## config.mk

```make
export PLATFORM = sky130hd
export DESIGN_NAME = bit_index_serializer
export DESIGN_NICKNAME = d
export VERILOG_FILES = /design/src/rtl/bit_index_serializer.sv
export SDC_FILE = /design/constraint.sdc
export NUM_CORES = 1
export LEC_CHECK = 0
export BUFFER_PORTS_ARGS = -buffer_cell sky130_fd_sc_hd__buf_4
export CAP_MARGIN = 0
export CORE_AREA = 4 4 76 78
export DETAILED_ROUTE_END_ITERATION = 12
export DIE_AREA = 0 0 80 82
export GPL_ROUTABILITY_DRIVEN = 0
export HOLD_SLACK_MARGIN = 0.15
export PLACE_DENSITY = 0.76
export SLEW_MARGIN = 40
export SYNTH_ARGS = -nofsm -noshare
export SYNTH_HDL_FRONTEND = slang
export SYNTH_SLANG_ARGS = --single-unit
```

## constraint.sdc

```tcl
create_clock -name clk -period 3.7 [get_ports clk]
set_input_delay 0.37 -clock clk [delete_from_list [all_inputs] [get_ports clk]]
set_output_delay 0.37 -clock clk [all_outputs]
set_load 0.005 [all_outputs]
```

## src/rtl/bit_index_serializer.sv

```systemverilog
// -----------------------------------------------------------------------------
// bit_index_serializer
//
// Zero-skipping scheduler for bit-serial compute. A DATA_WIDTH-bit operand is
// accepted on the input side. The block then emits the index of each set
// ("essential") bit, one per output beat, starting from the MSB. Zero bits
// produce no beats.
//
// Index convention: idx 0 = in_data[DATA_WIDTH-1], idx DATA_WIDTH-1 = in_data[0].
// out_idx feeds a one-hot decoder directly. The decoder's valid input is
// out_val & out_rdy.
//
// Handshake (both sides):
//   A transfer happens on a rising edge where valid & ready are both 1.
//   While out_val=1 and out_rdy=0, out_val, out_idx, out_last and out_trunc
//   are held constant. out_val depends only on registered state. The only
//   combinational input-to-output path is out_rdy -> in_rdy, which lets a new
//   word load in the same cycle as the last beat of the previous word.
//
// Ports:
//   clk        in   1           rising-edge clock
//   reset      in   1           synchronous, active-high
//   in_data    in   DATA_WIDTH  operand word
//   in_val     in   1           in_data valid
//   in_rdy     out  1           a word can be accepted this cycle
//   out_idx    out  IDX_WIDTH   index of the current essential bit (0 when idle)
//   out_val    out  1           out_idx valid
//   out_rdy    in   1           downstream accepts the beat
//   out_last   out  1           current beat is the final beat of its word
//   out_trunc  out  1           with out_last: set bits were dropped at MAX_BITS
// -----------------------------------------------------------------------------
module bit_index_serializer #(
    parameter int DATA_WIDTH = 32,
    parameter int IDX_WIDTH  = $clog2(DATA_WIDTH),
    parameter int MAX_BITS   = DATA_WIDTH
) (
    input  logic                  clk,
    input  logic                  reset,
    input  logic [DATA_WIDTH-1:0] in_data,
    input  logic                  in_val,
    output logic                  in_rdy,
    output logic [IDX_WIDTH-1:0]  out_idx,
    output logic                  out_val,
    input  logic                  out_rdy,
    output logic                  out_last,
    output logic                  out_trunc
);

    typedef enum logic {
        IDLE = 1'b0,
        SCAN = 1'b1
    } state_t;

    state_t                state;
    logic [DATA_WIDTH-1:0] res;   // set bits of the current word not yet emitted
    logic [IDX_WIDTH:0]    cnt;   // beats already emitted for the current word

    logic [IDX_WIDTH-1:0]  lead_idx;
    logic [DATA_WIDTH-1:0] lead_mask;
    logic                  multi_c;
    logic                  last_c;
    logic                  in_xfer;
    logic                  out_beat;

    // Priority encoder on the registered residual word. Positions are scanned
    // from low to high, so the highest set bit is written last and wins.
    // lead_mask is the one-hot of that bit and is used to clear it after a beat.
    always_comb begin
        lead_idx  = '0;
        lead_mask = '0;
        for (int i = 0; i < DATA_WIDTH; i++) begin
            if (res[i]) begin
                lead_idx     = IDX_WIDTH'(DATA_WIDTH - 1 - i);
                lead_mask    = '0;
                lead_mask[i] = 1'b1;
            end
        end
    end

    // x & (x-1) clears the lowest set bit. A nonzero result means two or more
    // bits are set.
    assign multi_c = |(res & (res - DATA_WIDTH'(1)));

    // The word ends when one set bit remains or when the beat budget is used up.
    assign last_c = !multi_c || (cnt == (IDX_WIDTH + 1)'(MAX_BITS - 1));

    assign out_val   = (state == SCAN);
    assign out_idx   = out_val ? lead_idx : '0;
    assign out_last  = out_val && last_c;
    assign out_trunc = out_val && last_c && multi_c;

    // A new word may load while the final beat of the previous word is taken.
    assign in_rdy   = (state == IDLE) || ((state == SCAN) && out_rdy && last_c);
    assign in_xfer  = in_val && in_rdy;
    assign out_beat = out_val && out_rdy;

    always_ff @(posedge clk) begin
        if (reset) begin
            state <= IDLE;
            res   <= '0;
            cnt   <= '0;
        end else begin
            case (state)
                IDLE: begin
                    // An all-zero word is consumed without producing any beats.
                    if (in_xfer && (in_data != '0)) begin
                        res   <= in_data;
                        cnt   <= '0;
                        state <= SCAN;
                    end
                end
                SCAN: begin
                    if (out_beat) begin
                        if (!last_c) begin
                            res <= res & ~lead_mask;
                            cnt <= cnt + 1'b1;
                        end else if (in_xfer && (in_data != '0)) begin
                            // Back-to-back: the next word starts with no bubble.
                            res <= in_data;
                            cnt <= '0;
                        end else begin
                            res   <= '0;
                            cnt   <= '0;
                            state <= IDLE;
                        end
                    end
                end
                default: begin
                    res   <= '0;
                    cnt   <= '0;
                    state <= IDLE;
                end
            endcase
        end
    end

endmodule
```

==> flow_metrics.tcl <==
set metrics [dict create \
    outcome "completed" \
    portBuffers 44 \
    synth_fa_ha_area_share_pct 0.830 \
    core_area_sq_um 5070 \
    ys_seq_area_share_pct 28.8 \
    cts_tree "built" \
    maxCapViolations 0 \
    drcViolationCount 0 \
    worst_hold_slack_ns 0.297 \
    use_met3_pct 4.93 \
    synth_top_family_by_area "compound AO/OA/AOI/OAI gates" \
    synth-seq-cells 39 \
    muxShareOfSynthArea_pct 0 \
    nFillCells 479 \
    die_w_um 80 \
    slew_headroom_pct 51.4 \
    cts_max_level 2 \
    insertion_delay_ns 0.30 \
    clock_sinks 39 \
    grt_busiest_layer "met2" \
    synth_most_common_cell "o21ai_0" \
    drive_gt1_share_pct 21.1 \
    die_area_sq_um 6560 \
    crit_fanout 17 \
    antenna_cells 0 \
    grt_first_pass_wirelength_mm 13.3 \
    synthSimpleGateAreaFrac_pct 27.7 \
    tns_ns 0 \
    firstDrtPassIters 7 \
    fin_util_pct 62.2 \
    synthTopCellsByArea "dfxtp_1 (29%), a32o_1 (11%), o21ai_0 (7.4%), nor2_1 (5.3%), nor4_1 (4.1%)" \
    drv_slew 0 \
    boundaryPins 45 \
    grt-ovfl-total 0 \
    start_util_pct 53.5 \
    cts.clk_slew.worst_paths_ns 0.07 \
    clockBufferDepth 2 \
    syn_nets 394 \
    worst_ep_arrival_time_ns 3.23 \
    min_to "res[31]" \
    grt_usage_pct 25.6 \
    placement_rows 26 \
    synth-compound-area-share_pct 33.2 \
    hp-class "in2reg" \
    use_met1_pct 33.2 \
    synth_edf_count 0 \
    syn2layout_area_growth_pct 16.3 \
    finalHoldViolCount 0 \
    peakVddDrop_uv 279 \
    synth_cells 357 \
    dr_total_vias 3040 \
    stdcell_count 454 \
    clockRootBuffer "clkbuf_8" \
    worstHoldPathCells 2 \
    avgSynthCellArea_sq_um 7.60 \
    min_from "in_data[31]" \
    fin_skew_ns 0.00453 \
    critPathKind "reg2out" \
    ant_nets 0 \
    synth_cell_type_count 54 \
    routedWlPerCell_um 17.9 \
    setup.worst_path.start_class "register" \
    grt_use_met2_pct 42.4 \
    ys.flop_type "dfxtp_1" \
    dp_hpwl_mm 6.01 \
    grt_pass1_vias 2790 \
    place_inst 444 \
    r2r-start "res[4]" \
    reg2reg_to "res[14]" \
    total_power_mw 1.25 \
    ys_async_sr_fraction_pct 0 \
    cts_buffers 5 \
    setup_viol_count_final 0 \
    grt_max_degree 32 \
    antenna_found_initial 0 \
    min_period_ns 3.60 \
    reg2reg_slack_ns 0.31 \
    layout.nets 421 \
    worst_pin_slew_ns 0.728 \
    dr.first_iter.drc_count 302 \
    fin_crit_sh_pct 97.3 \
    synth_top_area_share_pct 28.8 \
    worst-r2r-cell-count 11 \
    crit_path_end_kind "primary output" \
    fp.dieH_um 82 \
    synth_commonest_cells "o21ai_0 (40), dfxtp_1 (39), nor2_1 (38), a32o_1 (30), clkbuf_1 (24)" \
    viasPerCell 6.70 \
    grt_setup_unrepaired "false" \
    synth_xor_area_share_pct 1.29 \
    leakage_nw 1.21 \
    synth_area_sq_um 2710 \
    yosysWarnings 0 \
    drt_wl_total_mm 8.13 \
    cp_data_required_time_ns 3.33 \
    synth.largest_area_cell "dfxtp_1" \
    power.density_nw_per_um2 395 \
    clock.fmax_ghz 0.278 \
]
## flip-flops by register name, indices dropped and copies added (netlist names)
name     flops
cnt          6
out_val      1
res         32
## layout by cell type, fill, tap and decap left out, types with 7 or more instances in the layout
| cell | netlist | routed |
|---|---|---|
| nor4_1 | 18 | 18 |
| nor3_1 | 17 | 17 |
| nand3_1 | 7 | 7 |
| o21ai_0 | 40 | 40 |
| o31ai_1 | 7 | 7 |
| dfxtp_1 | 39 | 39 |
| nor2_1 | 38 | 37 |
| a32o_1 | 30 | 30 |
| inv_1 | 15 | 15 |
| buf_4 | 0 | 54 |
| or4_1 | 14 | 10 |
| a21oi_1 | 17 | 17 |
| nand2_1 | 17 | 17 |
## kinds of logic after synthesis
| family | count (synthesis) |
|---|---|
| xor+xnor | 4 |
| simple gates | 138 |
| fa+ha+maj | 2 |
| flops | 39 |
| buf+inv | 50 |
| compound gates | 124 |
## routing by layer
metal / vias to the layer above / share of wire [%]
li1: 1435 / -
met1: 1430 / 43
met2: 140 / 45
met3: 35 / 8.2
met4: 0 / 3.3
met5: - / 0
## where the power goes
group          leakage (nW)  internal [mW]  switching (mW)
clock network        0.0470          0.146           0.152
logic                 0.845          0.195           0.246
registers             0.320          0.448          0.0582
## worst max-delay path: stages, from the launching register on
cell and delay, ns:
dfxtp_1 0.38, or4_4 0.61, or4_4 0.59, o41ai_2 0.26, o2111ai_1 0.21, nor4_2 0.28, a21oi_2 0.11, o21a_4 0.23
clkinv_4 0.12, buf_4 0.13
## stage by stage
stage / worst slack [ns] / cell area, sq um
2_1_floorplan: 0.555 / 2710
3_3_place_gp: 0.457 / 3030
3_5_place_dp: 0.299 / 3030
4_1_cts: 0.0356 / 3150
5_1_grt: 0.000672 / 3160
6_report: 0.0981 / 3160
## layout make-up
type / count / area (sq um) / share of cell area, %
Timing Repair Buffer: 54 / 405 / 12.8
Sequential cell: 39 / 781 / 24.7
Inverter: 16 / 65.1 / 2.06
Multi-Input combinational cell: 268 / 1730 / 54.8
Clock inverter: 1 / 5.00 / 0.159
Tap cell: 70 / 87.6 / 2.77
Clock buffer: 6 / 82.6 / 2.62
## worst max-delay path by stage
stage | startpoint | end | slack [ns] | cells after the start
after floorplan | res[4] | in_rdy | 0.55 | 11
after global placement | res[4] | in_rdy | 0.46 | 9
after detailed placement | res[11] | in_rdy | 0.30 | 9
after CTS | res[11] | in_rdy | 0.04 | 9
after global routing | res[4] | in_rdy | 0.0007 | 9
final | res[4] | in_rdy | 0.1 | 9
## what timing repair did
action / in CTS / in global routing
setup buffers: 2 / 1
setup endpoints to repair: 1 / 2
pin swaps: 2 / 1
hold buffers: 0 / 0
resized for setup: 4 / 0
Power figures use the tool's default switching activity.
